### src/rtl/fpu_i2f_operand_stage.sv
// ============================================================================
// Module      : fpu_i2f_operand_stage
// Description : Integer operand preparation for the I2F converter: sign,
//               magnitude, leading-zero count and zero flag, buffered in a
//               2-entry in-order skid buffer.
// Revision    : 1.0
// ============================================================================
`default_nettype none

module fpu_i2f_operand_stage #(
    parameter int TAG_WIDTH = 4
) (
    input  logic                 clk,
    input  logic                 rst,
    input  logic                 flush,
    input  logic                 in_valid,
    output logic                 in_ready,
    input  logic [31:0]          in_data,
    input  logic                 in_unsigned,
    input  logic [TAG_WIDTH-1:0] in_tag,
    output logic                 out_valid,
    input  logic                 out_ready,
    output logic                 out_sign,
    output logic [31:0]          out_mag,
    output logic [5:0]           out_lzc,
    output logic                 out_zero,
    output logic [TAG_WIDTH-1:0] out_tag,
    output logic [1:0]           occupancy
);

    localparam logic [1:0] c_DEPTH = 2'd2;
    localparam logic [5:0] c_LZC_ZERO = 6'd32;

    // Buffer storage, indexed by 1-bit wrapping pointers
    logic                 r_sign [0:1];
    logic [31:0]          r_mag  [0:1];
    logic [5:0]           r_lzc  [0:1];
    logic                 r_zero [0:1];
    logic [TAG_WIDTH-1:0] r_tag  [0:1];

    logic                 r_wr_ptr;
    logic                 r_rd_ptr;
    logic [1:0]           r_count;

    logic                 r_out_sign;
    logic [31:0]          r_out_mag;
    logic [5:0]           r_out_lzc;
    logic                 r_out_zero;
    logic [TAG_WIDTH-1:0] r_out_tag;

    logic                 w_neg;
    logic                 w_sign;
    logic [31:0]          w_mag;
    logic [5:0]           w_lzc;
    logic                 w_zero;

    logic                 w_push;
    logic                 w_pop;
    logic                 w_wr_en;
    logic                 w_wr_ptr_nxt;
    logic                 w_rd_ptr_nxt;
    logic [1:0]           w_count_nxt;
    logic                 w_out_upd;
    logic                 w_head_from_in;

    // ------------------------------------------------------------------
    // Operand conditioning
    // ------------------------------------------------------------------
    // Negating 0x80000000 wraps back to 0x80000000, which is exactly the
    // required magnitude, so no special case is needed.
    assign w_neg  = ~in_unsigned & in_data[31];
    assign w_sign = w_neg;
    assign w_mag  = w_neg ? (~in_data + 32'd1) : in_data;
    assign w_zero = (w_mag == 32'd0);

    // Highest set bit wins because later iterations overwrite earlier ones
    always_comb begin
        w_lzc = c_LZC_ZERO;
        for (int i = 0; i < 32; i++) begin
            if (w_mag[i]) begin
                w_lzc = 6'(31 - i);
            end
        end
    end

    // ------------------------------------------------------------------
    // Handshake and pointer control
    // ------------------------------------------------------------------
    assign in_ready  = (r_count < c_DEPTH);
    assign out_valid = (r_count != 2'd0);
    assign occupancy = r_count;

    assign w_push  = in_valid & in_ready;
    assign w_pop   = out_valid & out_ready;
    assign w_wr_en = w_push & ~flush;

    assign w_wr_ptr_nxt = flush ? 1'b0 : (r_wr_ptr ^ w_push);
    assign w_rd_ptr_nxt = flush ? 1'b0 : (r_rd_ptr ^ w_pop);

    always_comb begin
        w_count_nxt = r_count;
        if (flush) begin
            w_count_nxt = 2'd0;
        end else begin
            case ({w_push, w_pop})
                2'b10:   w_count_nxt = 2'(r_count + 2'd1);
                2'b01:   w_count_nxt = 2'(r_count - 2'd1);
                default: w_count_nxt = r_count;
            endcase
        end
    end

    // Output registers track the next head; when the buffer drains or is
    // flushed they keep the previous values so data never glitches.
    assign w_out_upd      = ~flush & (w_count_nxt != 2'd0);
    assign w_head_from_in = w_wr_en & (r_wr_ptr == w_rd_ptr_nxt);

    always_ff @(posedge clk) begin
        if (rst) begin
            for (int i = 0; i < 2; i++) begin
                r_sign[i] <= 1'b0;
                r_mag[i]  <= 32'd0;
                r_lzc[i]  <= 6'd0;
                r_zero[i] <= 1'b0;
                r_tag[i]  <= '0;
            end
            r_wr_ptr   <= 1'b0;
            r_rd_ptr   <= 1'b0;
            r_count    <= 2'd0;
            r_out_sign <= 1'b0;
            r_out_mag  <= 32'd0;
            r_out_lzc  <= 6'd0;
            r_out_zero <= 1'b0;
            r_out_tag  <= '0;
        end else begin
            if (w_wr_en) begin
                r_sign[r_wr_ptr] <= w_sign;
                r_mag[r_wr_ptr]  <= w_mag;
                r_lzc[r_wr_ptr]  <= w_lzc;
                r_zero[r_wr_ptr] <= w_zero;
                r_tag[r_wr_ptr]  <= in_tag;
            end
            r_wr_ptr <= w_wr_ptr_nxt;
            r_rd_ptr <= w_rd_ptr_nxt;
            r_count  <= w_count_nxt;
            if (w_out_upd) begin
                if (w_head_from_in) begin
                    r_out_sign <= w_sign;
                    r_out_mag  <= w_mag;
                    r_out_lzc  <= w_lzc;
                    r_out_zero <= w_zero;
                    r_out_tag  <= in_tag;
                end else begin
                    r_out_sign <= r_sign[w_rd_ptr_nxt];
                    r_out_mag  <= r_mag[w_rd_ptr_nxt];
                    r_out_lzc  <= r_lzc[w_rd_ptr_nxt];
                    r_out_zero <= r_zero[w_rd_ptr_nxt];
                    r_out_tag  <= r_tag[w_rd_ptr_nxt];
                end
            end
        end
    end

    assign out_sign = r_out_sign;
    assign out_mag  = r_out_mag;
    assign out_lzc  = r_out_lzc;
    assign out_zero = r_out_zero;
    assign out_tag  = r_out_tag;

    // ------------------------------------------------------------------
    // Protocol and datapath invariants
    // ------------------------------------------------------------------
    a_no_push_when_full : assert property (@(posedge clk) disable iff (rst)
        !(in_valid && in_ready && (r_count == c_DEPTH)));

    a_stable_on_stall : assert property (@(posedge clk) disable iff (rst)
        (out_valid && !out_ready) |=>
            $stable({out_sign, out_mag, out_lzc, out_zero, out_tag}));

    a_lzc_range : assert property (@(posedge clk) disable iff (rst)
        (out_lzc <= c_LZC_ZERO) && (out_zero == (out_lzc == c_LZC_ZERO)));

endmodule

`default_nettype wire

### config.mk
export PLATFORM = sky130hd
export DESIGN_NAME = fpu_i2f_operand_stage
export DESIGN_NICKNAME = d
export VERILOG_FILES = /design/src/rtl/fpu_i2f_operand_stage.sv
export SDC_FILE = /design/constraint.sdc
export NUM_CORES = 1
export LEC_CHECK = 0
export CORE_MARGIN = 2
export CORE_UTILIZATION = 49
export CTS_CLUSTER_DIAMETER = 60
export DETAILED_ROUTE_END_ITERATION = 8
export GPL_TIMING_DRIVEN = 0
export PLACE_DENSITY = 0.72
export SYNTH_ARGS = -nofsm -noshare
export SYNTH_HDL_FRONTEND = slang
export SYNTH_SLANG_ARGS = --single-unit
### constraint.sdc
create_clock -name clk -period 4.81 [get_ports clk]
set_clock_uncertainty 0.15 [all_clocks]
set_input_delay 0.481 -clock clk [delete_from_list [all_inputs] [get_ports clk]]
set_output_delay 0.481 -clock clk [all_outputs]
set_load 0.005 [all_outputs]
======== Yosys cells after proc, flatten, opt, wreduce, memory -nomap -nowiden ========
Memory sizes are Yosys's and may differ from the RTL's. A register that Yosys moved wholly into a read port is not among the register bits.
Index checks and enable logic that the tools add are counted.
operators by class
  equality and inequality tests ........... 2
  $lt $le $gt $ge ......................... 1
  bitwise logic cells ..................... 10
  add/sub/neg operators ................... 3
  muxes and demuxes ....................... 56
  reductions and logical operators ........ 9
operators with widths
  kind                                               count
  2-to-1 mux 6 bit                                   33
  2-to-1 mux 32 bit                                  2
  adder 32 x 1 -> 32 bit, second input constant      1
  logical NOT 32 bit                                 1
  inverter 32 bit                                    1
  OR reduction 32 bit                                1
  2-to-1 mux 1 bit                                   18
  OR reduction 6 bit                                 1
  bitwise AND 1 bit                                  5
  2-to-1 mux 4 bit                                   1
  case mux 2 bit (2 select lines)                    1
  nonzero test 2 bit                                 2
  OR reduction 4 bit                                 1
  adder 2 x 1 -> 2 bit, second input constant        1
  == test 2 x 1 -> 1 bit, second input constant      1
  == test 2 bit, second input constant               1
  less-than comparator 2 bit, second input constant  1
  2-to-1 mux 2 bit                                   1
  inverter 1 bit                                     2
  OR reduction 1 bit                                 2
  OR reduction 2 bit                                 1
  subtractor 2 x 1 -> 2 bit, second input constant   1
  XOR 1 bit                                          2
word-level totals
  bits of input ports ..................... 42
  output and inout port bits .............. 48
  memories kept ........................... 5
  flip-flop bits (word level) ............. 4
  word-level logic and storage cells ...... 89
  RAM bits ................................ 88
memories
  memory  words  bits a word  rd ports  clocked after Yosys merged registers in  wr ports  RTL line  RTL
  r_mag   2      32           1         1                                        2         36        logic [31:0] r_mag [0:1];
  r_lzc   2      6            1         1                                        2         37        logic [5:0] r_lzc [0:1];
  r_tag   2      4            1         1                                        2         39        logic [TAG_WIDTH-1:0] r_tag [0:1];
  r_sign  2      1            1         1                                        2         35        logic r_sign [0:1];
  r_zero  2      1            1         1                                        2         38        logic r_zero [0:1];

======== Longest topological paths before layout ========
  depth in word-level cells ............... 36
  gate-level depth with buffers ........... 13
  depth with buffers taken out ............ 11

======== Least setup slack after synthesis ========
Ideal clock, no wire load.
  path type ............................... input-to-reg
  from .................................... input port in_data[7]
  to ...................................... register r_out_lzc[2] (netlist: out_lzc[2]) (read register of r_lzc)
  path buffers ............................ 4
  data arrival time ....................... 3.525 ns
  setup slack ............................. 1.055 ns
  stages .................................. 13
  path through ............................ buf_2 -> or4_4 -> buf_6 -> or4_4 -> buf_6 -> buf_6 -> o31ai_4 -> xor2_2 -> o211ai_2 -> nor3_2 -> o2111ai_1 -> mux2_2 -> a211oi_2
RTL lines
  what                RTL line  RTL
  start: declaration  18        input logic [31:0] in_data,
  end: declaration    47        logic [5:0] r_out_lzc;

==> qor.csv <==
stage;metric;value;unit
critical_path;required;4.83;ns
critical_path;critPathMaxFanout;10;
floorplanning;die_y;126;um
min_path;hold_start;out_mag[18];
synthesis;synthDistinctLibCells;63;
clocking;cts_tree;yes;
flow_run;cap_violations;0;
floorplanning;dieArea;15800;um2
clocking;cts_resized;0;
clocking;cts_buffer_depth;2;
synthesis;synth_mux_area_frac;0.0320;
route;viasPerCell;6.04;
power_and_ir_drop;ir_drop;0.239;mV
floorplanning;rows;44;
clocking;hold_buffers;0;
layout;postLayoutCoreUtil;0.619;
synthesis;synth-xor-area-share;0.0526;
min_path;whs_path_depth;2;
global_route;grt_usage;0.281;
global_route;grt_pass1_wl;34300;um
placement;io_buffers;80;
clocking;cts_sinks;136;
critical_path;worst-setup-path-type;input pin to flop;
global_route;antenna_found_initial;0;
synthesis;synth_top_family_by_area;simple AND/OR/NAND/NOR gates;
synthesis;synth_edf_count;88;
synthesis;async_reset_ff_frac;0;
critical_path;r2r-start;occupancy[1];
route;firstDrtPassIters;7;
synthesis;synth-simple-area-share;0.196;
layout;nFillCells;1234;
timing;worstMarginPinSlew;1.01;ns
critical_path;startpoint_type;input pin;
synthesis;synth-seq-cells;136;
global_route;grt_max_degree;35;
floorplanning;coreArea;14500;um2
power_and_ir_drop;leakagePower;3.06;nW
synthesis;syn_avg_cell_area;9.58;um2
critical_path;cp-startpoint;in_data[8];
critical_path;crit_arrival;4.61;ns
route;drtIter0Drc;696;
timing;relSlewSlack;0.320;
timing;slew_viol_final;0;
clocking;cts_buffers;17;
synthesis;synthAdderAreaFrac;0.00516;
route;routed_wl;22200;um
synthesis;synthFlopType;edfxtp_1;
timing;fmax;218;MHz
route;wire_per_inst;21.0;um
global_route;grt_pass1_vias;6200;
floorplanning;die_x;126;um
layout;multi_input_area;3390;um2
power_and_ir_drop;powerDensity;357;nW/um2
critical_path;cp-end-kind;flop;
synthesis;synth-compound-area-share;0.178;
placement;gp_congestion;0.950;
timing;post-route-min-period;4.60;ns
clocking;cts_htree_levels;4;
clocking;cts-root-buf;clkbuf_16;
floorplanning;initial_utilization;0.501;
critical_path;r2r_cells;11;
layout;syn2layout_area_growth;23.6;%
layout;drive_above_1_share;0.0675;
clocking;clkSlewWorstSetupHoldPaths;0.06;ns
floorplanning;ios;90;
clocking;post-cts-setup-buffer-count;0;
synthesis;ys.warnings.count;0;
timing;rsz0062_at_grt;no;
global_route;grt_remaining_overflow;0;
synthesis;netlist_area;7280;um2
route;drtAntennaViolNets;0;
layout;final_net_count;906;
placement;dp_hpwl;16300;um
timing;hold_viol;0;
timing;finalSetupViolCount;0;
layout;seqCellArea;3600;um2
synthesis;syn_nets;805;
route;drc;0;
layout;diodes;0;
route;vias;6388;
power_and_ir_drop;power;3.21;mW
synthesis;synth-seq-area-share;0.495;
layout;stdcell_count;1058;
placement;place_inst;1026;
timing;timing.final.crit_share;0.956;
run_status;outcome;finished, final reports clean;
min_path;worstHoldPathType;flop to flop;
synthesis;syn_inst;760;
clocking;clk_latency;0.43;ns
Yosys cell counts (6+ instances only):
master / count / area share
nor2_1: 135 / 0.070
o211ai_1: 20 / 0.021
clkbuf_1: 53 / 0.027
inv_1: 11 / 0.0057
xor2_1: 17 / 0.020
nand2b_1: 8 / 0.0069
mux2i_1: 21 / 0.029
nor3_1: 13 / 0.0089
a211oi_1: 54 / 0.056
o31ai_1: 6 / 0.0062
edfxtp_1: 88 / 0.36
a31oi_1: 11 / 0.0095
dfxtp_1: 48 / 0.13
nand4_1: 7 / 0.0060
nand2_1: 51 / 0.026
nor2b_1: 28 / 0.024
nor4_1: 9 / 0.0077
xnor2_1: 23 / 0.028
or2_2: 6 / 0.0052
nand3_1: 8 / 0.0055
a21oi_1: 54 / 0.037
sequential cells by signal, indices dropped and copies added (netlist names):
| signal | count |
|---|---|
| out_mag | 32 |
| r_lzc | 12 |
| r_wr_ptr | 1 |
| out_zero | 1 |
| r_sign | 2 |
| r_zero | 2 |
| r_tag | 8 |
| out_sign | 1 |
| r_rd_ptr | 1 |
| out_lzc | 6 |
| occupancy | 2 |
| out_tag | 4 |
| r_mag | 64 |
area by class of cell:
| cell class | instances | area share |
|---|---|---|
| Clock buffer | 21 | 0.0548 |
| Sequential cell | 136 | 0.401 |
| Timing Repair Buffer | 82 | 0.0935 |
| Tap cell | 184 | 0.0256 |
| Multi-Input combinational cell | 553 | 0.377 |
| Inverter | 11 | 0.00459 |
| Clock inverter | 11 | 0.0156 |
| Buffer | 60 | 0.0285 |
routing by layer:
layer	track usage	vias up	part of all wire
met3	0.0489	40	0.058
met5	0	-	0
met1	0.376	3105	0.43
met2	0.467	259	0.49
li1	-	2984	-
met4	0.0911	0	0.018
cell families (layout without fill, tap and decap cells):
logic type | count (synthesis) | in the layout
AND/OR/NAND/NOR | 298 | 298
AO/OA/AOI/OAI | 187 | 187
flip-flops | 136 | 136
buffers and inverters | 71 | 185
XOR/XNOR | 42 | 42
multiplexers | 23 | 23
adder cells (fa/ha/maj) | 3 | 3
path summary, 6_finish.rpt:
check,to,slack [ns]
setup reg to reg,out_mag[2],1.25
hold reg to reg,out_mag[18],0.31
setup / recovery,r_lzc[0][0],0.21
hold / removal,out_mag[18],0.31
power by group:
part	switching [mW]	internal, mW
logic	0.294	0.185
clock network	0.509	0.887
registers	0.0241	1.31
cells in the final DEF, fill, tap and decap left out, types with 8 or more instances in the layout:
master	n
nand3_1	8
a21oi_1	54
inv_1	11
clkbuf_1	54
nor2b_1	28
nor2_1	135
nand2_1	51
nor4_1	8
edfxtp_1	88
a31oi_1	11
a211oi_1	54
clkdlybuf4s50_1	80
xnor2_1	23
dfxtp_1	48
clkbuf_16	19
nor3_1	13
o211ai_1	20
xor2_1	17
mux2i_1	21
critical path, cell delays in order:
cell and delay (ns):
clkdlybuf4s50_1 0.54, or4_4 0.54, buf_6 0.15, nor4_2 0.88, nand3_1 0.15, a31oi_1 0.76
nand3_1 0.28, a311o_1 0.39, a21oi_1 0.38, nor2_1 0.07
through the flow:
| step | setup WS [ns] | setup TNS, ns | hold WS [ns] | cell area (um2) |
|---|---|---|---|---|
| after floorplan | 1.06 | 0 | 0.303 | 7280 |
| after global placement | -0.155 | -0.462 | 0.293 | 8310 |
| after detailed placement | -0.129 | -0.396 | 0.299 | 8360 |
| after CTS | 0.314 | 0 | 0.300 | 8990 |
| after global routing | 0.0785 | 0 | 0.334 | 8990 |
| final | 0.214 | 0 | 0.307 | 8990 |
Note: power is estimated with default switching activity, not from simulation.
